`src/rtl/mul_div_unit.sv`:
```
// Multi-cycle MUL AB / DIV AB unit: shift-add multiply and restoring divide,
// one step per clock.
//
// Handshake: start is a one-cycle request, accepted on any edge where the unit
// is IDLE or in its final DONE cycle. busy is high from the accepting edge
// until the unit returns to IDLE. done pulses for one cycle and the results
// are valid during that cycle. The results then hold until the next
// operation completes.
module mul_div_unit (
  input  logic       clk,
  input  logic       rst_n,
  input  logic       start,
  input  logic       op,
  input  logic [7:0] a_in,
  input  logic [7:0] b_in,
  input  logic [7:0] psw_in,
  output logic       busy,
  output logic       done,
  output logic [7:0] a_out,
  output logic [7:0] b_out,
  output logic [7:0] psw_out
);

  typedef enum logic [1:0] {
    IDLE = 2'd0,
    CALC = 2'd1,
    DONE = 2'd2
  } state_t;

  state_t      state;
  logic        op_q;
  logic [7:0]  a_q;
  logic [7:0]  b_q;
  logic [7:0]  psw_q;
  logic [2:0]  cnt;
  logic [15:0] prod;
  logic [7:0]  rem;
  logic [7:0]  quo;

  logic [15:0] prod_nxt;
  logic [8:0]  rem_sh;
  logic [7:0]  rem_nxt;
  logic [7:0]  quo_nxt;
  logic [7:0]  res_a;
  logic [7:0]  res_b;
  logic        res_ov;
  logic [7:0]  psw_calc;

  always_comb begin
    prod_nxt = prod;
    if (b_q[cnt]) prod_nxt = prod + ({8'd0, a_q} << cnt);

    // The remainder after a subtract is below the divisor, so 8 bits hold it.
    rem_sh = {rem, a_q[3'd7 - cnt]};
    if (rem_sh >= {1'b0, b_q}) begin
      rem_nxt = rem_sh[7:0] - b_q;
      quo_nxt = {quo[6:0], 1'b1};
    end else begin
      rem_nxt = rem_sh[7:0];
      quo_nxt = {quo[6:0], 1'b0};
    end

    if (op_q) begin
      res_a  = quo_nxt;
      res_b  = rem_nxt;
      res_ov = 1'b0;
    end else begin
      res_a  = prod_nxt[7:0];
      res_b  = prod_nxt[15:8];
      res_ov = |prod_nxt[15:8];
    end

    // CY and OV and P are rewritten; every other PSW bit passes through.
    psw_calc = (psw_q & 8'h7a) | {5'd0, res_ov, 1'b0, ^res_a};
  end

  always_ff @(posedge clk) begin
    if (!rst_n) begin
      state   <= IDLE;
      busy    <= 1'b0;
      done    <= 1'b0;
      a_out   <= 8'd0;
      b_out   <= 8'd0;
      psw_out <= 8'd0;
      op_q    <= 1'b0;
      a_q     <= 8'd0;
      b_q     <= 8'd0;
      psw_q   <= 8'd0;
      cnt     <= 3'd0;
      prod    <= 16'd0;
      rem     <= 8'd0;
      quo     <= 8'd0;
    end else begin
      done <= 1'b0;
      case (state)
        CALC: begin
          prod <= prod_nxt;
          rem  <= rem_nxt;
          quo  <= quo_nxt;
          cnt  <= cnt + 3'd1;
          if (cnt == 3'd7) begin
            state   <= DONE;
            done    <= 1'b1;
            a_out   <= res_a;
            b_out   <= res_b;
            psw_out <= psw_calc;
          end
        end
        default: begin
          // IDLE and the DONE cycle both accept a new request.
          if (start) begin
            op_q  <= op;
            a_q   <= a_in;
            b_q   <= b_in;
            psw_q <= psw_in;
            cnt   <= 3'd0;
            prod  <= 16'd0;
            rem   <= 8'd0;
            quo   <= 8'd0;
            busy  <= 1'b1;
            if (op && (b_in == 8'd0)) begin
              state   <= DONE;
              done    <= 1'b1;
              a_out   <= 8'hff;
              b_out   <= a_in;
              psw_out <= (psw_in & 8'h7a) | 8'h04;
            end else begin
              state <= CALC;
            end
          end else begin
            state <= IDLE;
            busy  <= 1'b0;
          end
        end
      endcase
    end
  end

endmodule

```
`config.mk`:
```
export PLATFORM = sky130hd
export DESIGN_NAME = mul_div_unit
export DESIGN_NICKNAME = d
export VERILOG_FILES = /design/src/rtl/mul_div_unit.sv
export SDC_FILE = /design/constraint.sdc
export NUM_CORES = 1
export LEC_CHECK = 0
export ABC_AREA = 0
export CAP_MARGIN = 20
export CELL_PAD_IN_SITES_DETAIL_PLACEMENT = 0
export CELL_PAD_IN_SITES_GLOBAL_PLACEMENT = 1
export CORE_MARGIN = 8
export CORE_UTILIZATION = 25
export CTS_BUF_LIST = sky130_fd_sc_hd__clkbuf_16
export DETAILED_ROUTE_END_ITERATION = 10
export GPL_TIMING_DRIVEN = 1
export PLACE_DENSITY = 0.63
export SYNTH_ARGS = -nofsm -noshare
export SYNTH_HDL_FRONTEND = slang
export SYNTH_SLANG_ARGS = --single-unit
```
`constraint.sdc`:
```
create_clock -name clk -period 7.78 [get_ports clk]
set_input_delay 1.556 -clock clk [delete_from_list [all_inputs] [get_ports clk]]
set_output_delay 1.556 -clock clk [all_outputs]
set_load 0.05 [all_outputs]
```
# Word level (Yosys, flattened, before mapping)
# Index checks and enable logic that the tools add are counted.
# classes
add_sub_neg,4
n_lt_le_gt_ge,3
eq_ne,3
n_shift,1
n_mux,38
bitwise,2
reduce_logical,8
# op_table
operator,n
8-bit two-way mux,17
16-bit two-way mux,3
16-bit adder,1
8-bit by 3-bit << shifter with 16-bit output,1
9-bit by 8-bit >= comparator with 1-bit output,1
1-bit two-way mux,9
8-bit logical NOT,1
"3-bit by 4-bit less-than comparator with 1-bit output, second input constant",2
2-bit two-way mux,4
8-bit OR reduction,1
8-bit XOR reduction,1
8-bit subtractor,1
7-bit two-way mux,1
7-bit by 3-bit bitwise OR with 7-bit output,1
1-bit binary-select mux with 3-bit select,2
3-bit two-way mux,2
2-bit nonzero test,2
"3-bit by 1-bit adder with 3-bit output, second input constant",1
"3-bit equality test, second input constant",1
3-bit AND reduction,1
"3-bit subtractor, first input constant",1
"2-bit by 1-bit equality test with 1-bit output, second input constant",1
"2-bit inequality test, second input constant",1
2-bit AND reduction,1
2 further kinds,2
# word_totals
regBits,86
input_bits,28
output_inout_bits,26
wordCells,73

# Logic depth before layout (Yosys ltp)
# Gate-level depths: netlist (run 1).
# depth
word_depth,10
mapped_depth,17
mapped_depth_nobuf,15

# Least setup slack after synthesis (run 1)
# No wires, ideal clock.
# synth_timing
path_kind,flip-flop to flip-flop
from,register cnt[0]
to,register psw_out[0]
setup_time_ps,134
arrival_ps,3414
t_required_ps,7646
setup_slack_ps,4232
path_stages_with_launch,14
path_buffers,2
period_less_slack_ps,3548
cell_sequence,dfxtp_1 -> clkbuf_1 -> buf_1 -> mux2i_1 -> nor3_1 -> fa_1 -> and3_1 -> or3_1 -> and4_4 -> a311oi_2 -> xnor2_1 -> xnor3_1 -> xnor2_1 -> o22ai_1
# synth_between
elab_chain_len,10
word_cells_on_any_way,18
classes_between,add/sub (2); order compare (1); eq/ne (2); shift (1); mux (9); bitwise (1); reduce/logical (2)
# synth_lines
element,line_no,text
from (decl),35,logic [2:0] cnt;
from (signal assigned),100,cnt <= cnt + 3'd1;
3-bit subtractor,54,"rem_sh = {rem, a_q[3'd7 - cnt]};"
1-bit binary-select mux with 3-bit select,54,
1-bit two-way mux (implied by the code),54,
9-bit by 8-bit >= comparator with 1-bit output,55,"if (rem_sh >= {1'b0, b_q}) begin"
1-bit two-way mux,55,
8-bit two-way mux,63,if (op_q) begin
8-bit XOR reduction,74,"psw_calc = (psw_q & 8'h7a) | {5'd0, res_ov, 1'b0, ^res_a};"
7-bit by 3-bit bitwise OR with 7-bit output,74,
8-bit two-way mux,101,if (cnt == 3'd7) begin
8-bit two-way mux,95,case (state)
to (signal assigned),106,psw_out <= psw_calc;
to (signal assigned),126,psw_out <= (psw_in & 8'h7a) | 8'h04;
to (decl),21,output logic [7:0] psw_out
# Parallel ways exist; a longest one is shown, timed or not. The select of a mux whose other input is x is not followed.
# A chain may end at the register's enable or synchronous reset.

# Worst setup path after layout (run 1)
# layout_timing
from,register cnt[1]
to,register psw_out[2]
# layout_between
elab_chain_len,8
word_cells_on_any_way,13
classes_between,add/sub (1); eq/ne (2); shift (1); mux (6); bitwise (1); reduce/logical (2)
# layout_lines
element,line_no,text
8-bit by 3-bit << shifter with 16-bit output / 1-bit binary-select mux with 3-bit select (equally long branches),51,"if (b_q[cnt]) prod_nxt = prod + ({8'd0, a_q} << cnt);"
16-bit adder / 1-bit two-way mux (equally long branches),51,
16-bit two-way mux,51,
8-bit OR reduction,70,res_ov = |prod_nxt[15:8];
1-bit two-way mux,63,
7-bit by 3-bit bitwise OR with 7-bit output,74,
8-bit two-way mux,101,
8-bit two-way mux,95,
# Parallel ways exist; a longest one is shown, timed or not. The select of a mux whose other input is x is not followed.

==> flow_metrics.py, run 1 <==
metrics = {
    "cts": {
        "clkSinkCount": 83,
        "cts_setup_buffers": 0,
        "cts_root_buf": "clkbuf_16",
        "htree_levels": 3,
        "numCtsBuffers": 9,
        "cts_hold_buffers": 0,
        "cts_buffer_depth": 2,
        "clkLatencyLatePin_ns": 0.35,
        "cts.clk_slew.worst_paths_ns": 0.07,
        "cts_tree": "done",
        "cts_resized": 0,
    },
    "pwr": {
        "p_sw_mw": 0.347,
        "finalPower_mw": 1.17,
        "clkPwrFrac": 0.400,
        "netSwitchingFraction": 0.297,
        "power_frac_comb": 0.211,
        "seqPwrFrac": 0.388,
        "p_leak_nw": 2.39,
        "powerDensity_mw_per_mm2": 190,
        "max-vdd-ir-drop_mv": 0.104,
        "internal_power_mw": 0.822,
    },
    "worst_setup_path": {
        "end_kind": "flip-flop",
        "critPathRequiredTime_ns": 8.06,
        "slowest_stage": "dfxtp_1",
        "path_class": "reg -> reg",
        "start_kind": "flip-flop",
        "crit_arrival_ns": 4.74,
        "cpPeakStageDelay_ns": 0.74,
        "path_cells": "mux2_2 > mux2_2 > mux2i_1 > inv_1 > ha_1 > nand4_1 > a21oi_1 > o21ai_1 > a2111oi_0 > nor3_1 > o31ai_1 > nor4_1 > a31oi_1",
        "crit_fanout": 15,
        "worst_path_most_repeated_cell": "mux2_2",
    },
    "timing": {
        "tns_ns": 0,
        "worst_slack_ns": 3.32,
        "setup_violations": 0,
        "rsz0062_at_grt": "no",
        "slew_headroom": 0.372,
        "finalHoldViolCount": 0,
        "max_freq_mhz": 224,
        "worst_pin_slew_ns": 0.922,
        "fin_skew_ns": 0.00928,
        "finalCriticalPeriod_ns": 4.46,
        "finalCritPeriodShare": 0.574,
        "drv_slew": 0,
    },
    "synth": {
        "syn_nets": 680,
        "synth_edf_count": 0,
        "synth_area_mm2": 0.00510,
        "synth.area.top_cells": "dfxtp_1 33%, nand2_1 8.0%, ha_1 6.1%, a21boi_0 4.4%, mux2i_1 4.3%",
        "synth_cell_types": 65,
        "synthArstFlopShare": 0,
        "yosys.area.top_type_share": 0.326,
        "syn_avg_cell_area_um2": 8.16,
        "synthCells": 625,
        "yosys.area.top_type": "dfxtp_1",
        "synth_seq_cells": 83,
        "ys.flop_type": "dfxtp_1",
        "ys_seq_area_frac": 0.326,
        "ys_warn_count": 0,
    },
    "die": {
        "dieArea_mm2": 0.0252,
        "core_area_mm2": 0.0201,
        "start_util": 0.254,
        "chipHeight_um": 159,
        "num_io_pins": 54,
        "rows": 52,
        "fp.dieW_um": 159,
    },
    "finish": {
        "regArea_mm2": 0.00166,
        "multi_input_area_mm2": 0.00320,
        "syn2layout_area_growth_pct": 20.4,
        "nets": 706,
        "final_cells": 926,
        "nFillCells": 2139,
        "design_area_mm2": 0.00614,
        "n_antenna_cell": 0,
        "drive_gt1_frac": 0.0655,
    },
    "detailed_routing": {
        "routed_wl_mm": 14.9,
        "viasPerCell": 4.90,
        "first_iter_violations": 266,
        "dr.pass1.iters": 5,
        "drt-wirelength-per-cell_um": 16.1,
        "drc": 0,
        "vias": 4538,
        "postRouteAntennaNets": 0,
    },
    "placement": {
        "placement.setup.worst_slack_ns": 3.34,
        "post-place-cells": 910,
        "io_buffers": 49,
        "placed_area_mm2": 0.00582,
        "dp_hpwl_mm": 10.7,
        "place_congestion": 0.837,
    },
    "hold_path": {
        "hold_class": "reg -> reg",
    },
    "global_route": {
        "grt_first_pass_wirelength_mm": 23.7,
        "gr-total-overflow": 0,
        "grt_pass1_vias": 4489,
        "antenna_found_initial": 0,
        "track_usage": 0.115,
        "grt_max_degree": 84,
    },
    "job": {
        "maxCapViolCount": 0,
    },
    "run_status": {
        "status": "completed",
    },
}
## routing by layer
layer / vias to the layer above / GRT usage / wire length [µm]
met5: - / 0 / 0
met4: 0 / 0.0296 / 142
met3: 11 / 0.0334 / 911
met2: 123 / 0.186 / 6750
met1: 2134 / 0.148 / 7090
li1: 2270 / - / -
## cell usage after synthesis (4+ instances only)
library cell	instances
mux2_2	5
nand3b_1	14
a211oi_1	4
nor3b_1	6
nor2b_1	24
a22oi_1	7
o21ai_1	17
buf_1	4
a21oi_1	35
a21boi_0	30
o22ai_1	6
inv_1	18
nor2_1	15
clkbuf_1	34
a21o_1	13
o211a_1	7
dfxtp_1	83
nand3_1	11
a31oi_1	9
nand4_1	6
and2_1	13
xor2_1	6
ha_1	25
nand2_1	109
xnor2_1	10
o21ai_0	20
o211ai_1	6
o221a_2	4
mux2i_1	22
nor3_1	12
## cell usage in the layout (no fill, tap or decap), drive strengths merged, types with 8 or more instances in the layout
| cell type | count |
|---|---|
| nand3 | 11 |
| clkbuf | 9 |
| clkdlybuf4s50 | 48 |
| nand2 | 109 |
| inv | 21 |
| a31oi | 9 |
| nor2b | 24 |
| and2 | 15 |
| buf | 8 |
| nor3 | 12 |
| dfxtp | 83 |
| nand3b | 14 |
| ha | 25 |
| a21boi | 31 |
| a21oi | 35 |
| nor2 | 16 |
| mux2i | 23 |
| o21ai | 37 |
| a21o | 13 |
| xnor2 | 10 |
## per-stage QoR
step,hold slack [ns],util
floorplan,0.444,-
global placement,0.453,0.289
detailed placement,0.463,0.290
CTS,0.473,0.305
global route,0.493,0.305
finish,0.468,0.305
## power by group through the flow
stage | clock, mW | combinational [mW] | sequential (mW)
2_1_floorplan | 0 | 0.181 | 0.459
3_3_place_gp | 0 | 0.242 | 0.463
3_5_place_dp | 0 | 0.247 | 0.464
4_1_cts | 0.479 | 0.248 | 0.454
5_1_grt | 0.499 | 0.272 | 0.456
6_report | 0.468 | 0.247 | 0.454
## cell families after synthesis
kind of cell,count (synthesis),share of synthesized area
compound gates,176,0.232
xor+xnor,18,0.0363
simple gates,228,0.220
other cells,1,0.000735
buf+inv,62,0.0485
mux,30,0.0674
flops,83,0.326
fa+ha+maj,27,0.0692
## area by class of cell
cell class	count	share of cell area
tap	270	0.0550
inverter	21	0.0132
sequential	83	0.271
clock buffer	9	0.0367
multi-input combinational	480	0.521
timing repair buffer	56	0.0882
clock inverter	7	0.0153
## worst paths after layout
kind,from,endpoint,slack [ns],depth (start not counted)
worst max-delay path,cnt[1],psw_out[2],3.32,13
worst min-delay path,busy,busy,0.47,2
worst max register to register,cnt[1],psw_out[2],3.32,13
worst min register to register,busy,busy,0.47,2
## state kept, by name (all words and copies together), names as in the netlist
signal   count
state        2
done         1
b_q          8
b_out        8
prod        16
op_q         1
a_out        8
psw_q        5
psw_out      7
rem          8
quo          7
a_q          8
cnt          3
busy         1
## critical path, delay by kind of cell (launching register included)
kind,cells,cell delay [ns]
adder cells (fa/ha/maj),1,0.38
flip-flops,1,0.74
AND/OR/NAND/NOR,3,0.40
buffers and inverters,1,0.09
multiplexers,3,1.09
AO/OA/AOI/OAI,5,1.69
Note: power is estimated with default switching activity, not from simulation.
==> inputs of run 2 (changes only) <==
Settings changed: PLACE_DENSITY 0.63 to 0.65.
Clock period 7.78 ns to 3.9 ns, I/O delays scaled along.
==> run 2 against run 1 <==
Combinational power is 110% higher. Routed wire length about the same. Global-route usage grew 0.56 points. Die area unchanged. Cell count up 1.4%. Fmax increased by 23%. Setup slack got worse by 3.0 ns. Register-to-register slack worse by 3.0 ns. Sequential power grew 99%. Clock skew barely moved. Clock-buffer cell count stayed put. Largest cell class unchanged. Highest routed layer unchanged.
==> flow_metrics.py, run 2 (synthesis results as in run 1) <==
metrics = {
    "timing": {
        "finalHoldViolCount": 0,
        "max_freq_mhz": 276,
        "finalCritPeriodShare": 0.930,
        "setup_violations": 0,
        "drv_slew": 0,
        "fin_skew_ns": 0.00945,
        "finalCriticalPeriod_ns": 3.63,
        "slew_headroom": 0.500,
        "rsz0062_at_grt": "no",
        "fin_hold_ws_ns": 0.468,
        "worst_pin_slew_ns": 0.750,
    },
    "worst_setup_path": {
        "crit_fanout": 10,
        "crit_arrival_ns": 3.84,
        "slowest_stage": "dfxtp_1",
        "cp_num_buf_inv": 1,
        "start_kind": "flip-flop",
        "critPathRequiredTime_ns": 4.12,
        "cpPeakStageDelay_ns": 0.43,
        "path_cells": "buf_4 > mux2i_1 > o21ai_0 > and2_1 > ha_1 > and3_1 > or3_1 > and4_4 > a311oi_4 > xnor2_1 > xnor3_1 > xnor2_1 > o22ai_1",
        "worst_path_most_repeated_cell": "xnor2_1",
        "path_class": "reg -> reg",
        "end_kind": "flip-flop",
        "critPathTopFamily": "simple AND/OR/NAND/NOR gates",
    },
    "cts": {
        "cts_hold_buffers": 0,
        "numCtsBuffers": 9,
        "cts_buffer_depth": 2,
        "htree_levels": 3,
        "cts_setup_buffers": 0,
        "clkLatencyLatePin_ns": 0.35,
        "cts_resized": 1,
        "clkSinkCount": 83,
        "cts_root_buf": "clkbuf_16",
        "cts_tree": "done",
        "cts.clk_slew.worst_paths_ns": 0.06,
    },
    "global_route": {
        "track_usage": 0.121,
        "grt_pass1_vias": 4401,
        "grt_first_pass_wirelength_mm": 24.7,
        "gr-total-overflow": 0,
        "antenna_found_initial": 0,
        "grt_max_degree": 43,
    },
    "die": {
        "num_io_pins": 54,
        "core_area_mm2": 0.0201,
        "start_util": 0.254,
        "rows": 52,
        "dieArea_mm2": 0.0252,
        "fp.dieW_um": 159,
        "chipHeight_um": 159,
    },
    "finish": {
        "largest_register_ffs": 16,
        "final_util": 0.312,
        "final_common_cell": "nand2_1",
        "regMostFlops": "prod",
        "final_cells": 939,
        "drive_gt1_frac": 0.0972,
        "n_antenna_cell": 0,
        "syn2layout_area_growth_pct": 22.9,
        "nets": 719,
        "final_cell_mix": "109 x nand2_1, 83 x dfxtp_1, 48 x clkdlybuf4s50_1",
    },
    "detailed_routing": {
        "drc": 0,
        "first_iter_violations": 232,
        "vias": 4359,
        "viasPerCell": 4.64,
        "routed_wl_mm": 14.9,
        "dr.pass1.iters": 4,
        "postRouteAntennaNets": 0,
        "drt-wirelength-per-cell_um": 15.9,
    },
    "pwr": {
        "max-vdd-ir-drop_mv": 0.222,
        "p_leak_nw": 2.46,
        "powerDensity_mw_per_mm2": 367,
        "finalPower_mw": 2.30,
    },
    "hold_path": {
        "hold_class": "reg -> reg",
    },
    "placement": {
        "post-place-cells": 923,
        "io_buffers": 49,
        "place_congestion": 0.813,
        "dp_hpwl_mm": 10.9,
    },
    "job": {
        "maxCapViolCount": 0,
    },
    "run_status": {
        "status": "completed",
    },
}
[run 2: changes by cell type in the layout (fill, tap and decap cells not counted), moves of 2 or more]
cell and change:
a21oi_2 +2, a21oi_1 -2, clkinv_4 +2, o21ai_2 +2, clkinvlp_4 -2, buf_4 +14
[run 2: path summary, 6_finish.rpt]
check	start	to	slack (ns)	cells past startpoint
worst max register to register	cnt[1]	psw_out[0]	0.27	13
worst min register to register	psw_q[1]	psw_q[1]	0.47	2
worst min-delay path	psw_q[1]	psw_q[1]	0.47	2
worst max-delay path	cnt[1]	psw_out[0]	0.27	13
[run 2: layer usage]
| metal | track usage | routed length [µm] |
|---|---|---|
| met1 | 0.162 | 7240 |
| met2 | 0.187 | 6460 |
| met3 | 0.0370 | 1050 |
| met4 | 0.0270 | 136 |
| met5 | 0 | 0 |
[run 2: final cells by class]
cell class,count,area (µm²)
clock inverter,7,76.3
sequential,83,1660
tap,270,338
inverter,21,81.3
timing repair buffer,69,636
fill,2124,13800
clock buffer,9,225
multi-input combinational,480,3250
[run 2: tightest hold or removal path, stage by stage (launching register included)]
cell	delay [ns]
dfxtp_1	0.31
nand2_1	0.05
a21boi_0	0.07
[run 2: power breakdown]
part	total (mW)	internal, mW	leakage, nW	switching (mW)
combinational	0.517	0.224	1.65	0.293
clock	0.883	0.500	0.142	0.383
sequential	0.904	0.877	0.673	0.0270
total	2.30	1.60	2.46	0.703
[run 2: per-stage QoR]
stage | area [µm²] | setup WS [ns] | setup TNS, ns
2_1_floorplan | 5100 | 0.352 | 0
3_5_place_dp | 5920 | -0.0224 | -0.0224
5_1_grt | 6270 | 0.00960 | 0
6_report | 6270 | 0.271 | 0
4_1_cts | 6220 | 0.0155 | 0
3_3_place_gp | 5920 | 0.0433 | 0
==> inputs of run 3 (changes only) <==
Settings changed: PLACE_DENSITY 0.65 to 0.5, SKIP_CTS_REPAIR_TIMING set to 1.
==> run 3 against run 2 <==
Die area unchanged. Clock power increased by 5.9%. Fmax decreased by 1.3%. Global-route usage increased by 0.90 points. Combinational power increased by 5.0%. Critical path depth increased by 1. Cell count increased by 0.43%. Setup slack got worse by 0.048 ns. Hold slack improved by 0.0011 ns. Largest cell class unchanged. Sequential power about the same. Routed wire length increased by 9.5%.
==> flow_metrics.py, run 3 (synthesis results as in run 1) <==
metrics = {
    "run_status": {
        "status": "completed",
    },
    "detailed_routing": {
        "vias": 4523,
        "first_iter_violations": 249,
        "dr.pass1.iters": 5,
        "postRouteAntennaNets": 0,
        "drc": 0,
        "drt-wirelength-per-cell_um": 17.3,
        "routed_wl_mm": 16.3,
        "viasPerCell": 4.80,
    },
    "hold_path": {
        "hold_class": "reg -> reg",
    },
    "global_route": {
        "grt.met3_usage": 0.0334,
        "track_usage": 0.130,
        "gr-total-overflow": 0,
        "grt_max_degree": 43,
        "antenna_found_initial": 0,
        "grt_pass1_vias": 4658,
        "grt_first_pass_wirelength_mm": 26.4,
        "grtUsageMet1": 0.173,
        "grt-busiest-layer": "met2",
        "grtUsageMet2": 0.208,
    },
    "cts": {
        "cts_tree": "done",
        "numCtsBuffers": 9,
        "clkLatencyLatePin_ns": 0.35,
        "cts_root_buf": "clkbuf_16",
        "cts_buffer_depth": 2,
        "clkSinkCount": 83,
        "htree_levels": 3,
        "cts.clk_slew.worst_paths_ns": 0.07,
    },
    "pwr": {
        "power_frac_comb": 0.228,
        "seqPwrFrac": 0.379,
        "internal_power_mw": 1.67,
        "powerDensity_mw_per_mm2": 377,
        "finalPower_mw": 2.38,
        "max-vdd-ir-drop_mv": 0.192,
        "p_sw_mw": 0.712,
        "p_leak_nw": 2.50,
        "clkPwrFrac": 0.393,
        "netSwitchingFraction": 0.299,
    },
    "worst_setup_path": {
        "start_kind": "flip-flop",
        "end_kind": "flip-flop",
        "critPathRequiredTime_ns": 4.17,
        "crit_arrival_ns": 3.95,
        "crit_fanout": 9,
        "path_class": "reg -> reg",
    },
    "timing": {
        "max_freq_mhz": 272,
        "fin_hold_ws_ns": 0.469,
        "finalCritPeriodShare": 0.943,
        "finalHoldViolCount": 0,
        "slew_headroom": 0.624,
        "setup_violations": 0,
        "worst_pin_slew_ns": 0.562,
        "finalCriticalPeriod_ns": 3.68,
        "fin_skew_ns": 0.00719,
        "tns_ns": 0,
        "drv_slew": 0,
    },
    "finish": {
        "n_antenna_cell": 0,
        "syn2layout_area_growth_pct": 23.8,
        "final_common_cell": "nand2_1",
        "nFillCells": 2129,
        "nets": 723,
        "largest_register_ffs": 16,
        "regMostFlops": "prod",
        "final_cell_mix": "109 x nand2_1, 83 x dfxtp_1, 48 x clkdlybuf4s50_1",
        "drive_gt1_frac": 0.0981,
    },
    "die": {
        "start_util": 0.254,
        "dieArea_mm2": 0.0252,
        "chipHeight_um": 159,
        "num_io_pins": 54,
        "core_area_mm2": 0.0201,
        "rows": 52,
        "fp.dieW_um": 159,
    },
    "job": {
        "maxCapViolCount": 0,
    },
    "placement": {
        "dp_hpwl_mm": 11.9,
        "io_buffers": 49,
        "place_congestion": 0.770,
    },
}
run 3: power groups by stage:
stage | Clock, mW | Sequential (mW) | Combinational (mW)
floorplan | 0 | 0.915 | 0.360
CTS | 0.970 | 0.905 | 0.544
global placement | 0 | 0.923 | 0.534
detailed placement | 0 | 0.924 | 0.539
finish | 0.935 | 0.904 | 0.543
global route | 1.01 | 0.909 | 0.598
run 3: final timing paths:
kind / startpoint / end / slack, ns / depth (start not counted)
min reg2reg: busy / busy / 0.47 / 2
min: busy / busy / 0.47 / 2
max reg2reg: cnt[1] / b_out[7] / 0.22 / 14
max: cnt[1] / b_out[7] / 0.22 / 14
run 3: worst max-delay path, cell delays in order, from the launching register on:
cell	delay, ns
dfxtp_1	0.44
buf_4	0.23
mux2i_1	0.23
mux2i_1	0.12
and2_1	0.20
ha_1	0.33
a21o_1	0.21
a21oi_1	0.32
a21oi_2	0.12
o21ai_1	0.26
o21ai_1	0.13
a31oi_2	0.35
xor2_1	0.16
o311a_1	0.35
o22ai_1	0.15
run 3: layer usage:
layer	vias up	wire length (µm)
li1	2296	-
met1	2122	7970
met2	95	7390
met3	10	798
met4	0	134
met5	-	0
run 3: layout make-up:
class / count / area, µm² / share of cell area
repair buffers: 73 / 666 / 0.105
clock buffers: 9 / 225 / 0.0357
clock inverters: 7 / 93.8 / 0.0149
multi-input cells: 480 / 3250 / 0.515
inverters: 21 / 81.3 / 0.0129
flip-flops and latches: 83 / 1660 / 0.263
well taps: 270 / 338 / 0.0535
run 3: per-stage QoR:
step | worst slack [ns] | area (µm²) | utilization | std cells
detailed placement | -0.0624 | 5950 | 0.296 | 927
global route | -0.0373 | 6320 | 0.314 | 943
floorplan | 0.352 | 5100 | - | 625
global placement | 0.0156 | 5950 | 0.296 | 927
finish | 0.223 | 6320 | 0.314 | 943
CTS | -0.0992 | 6270 | 0.312 | 943
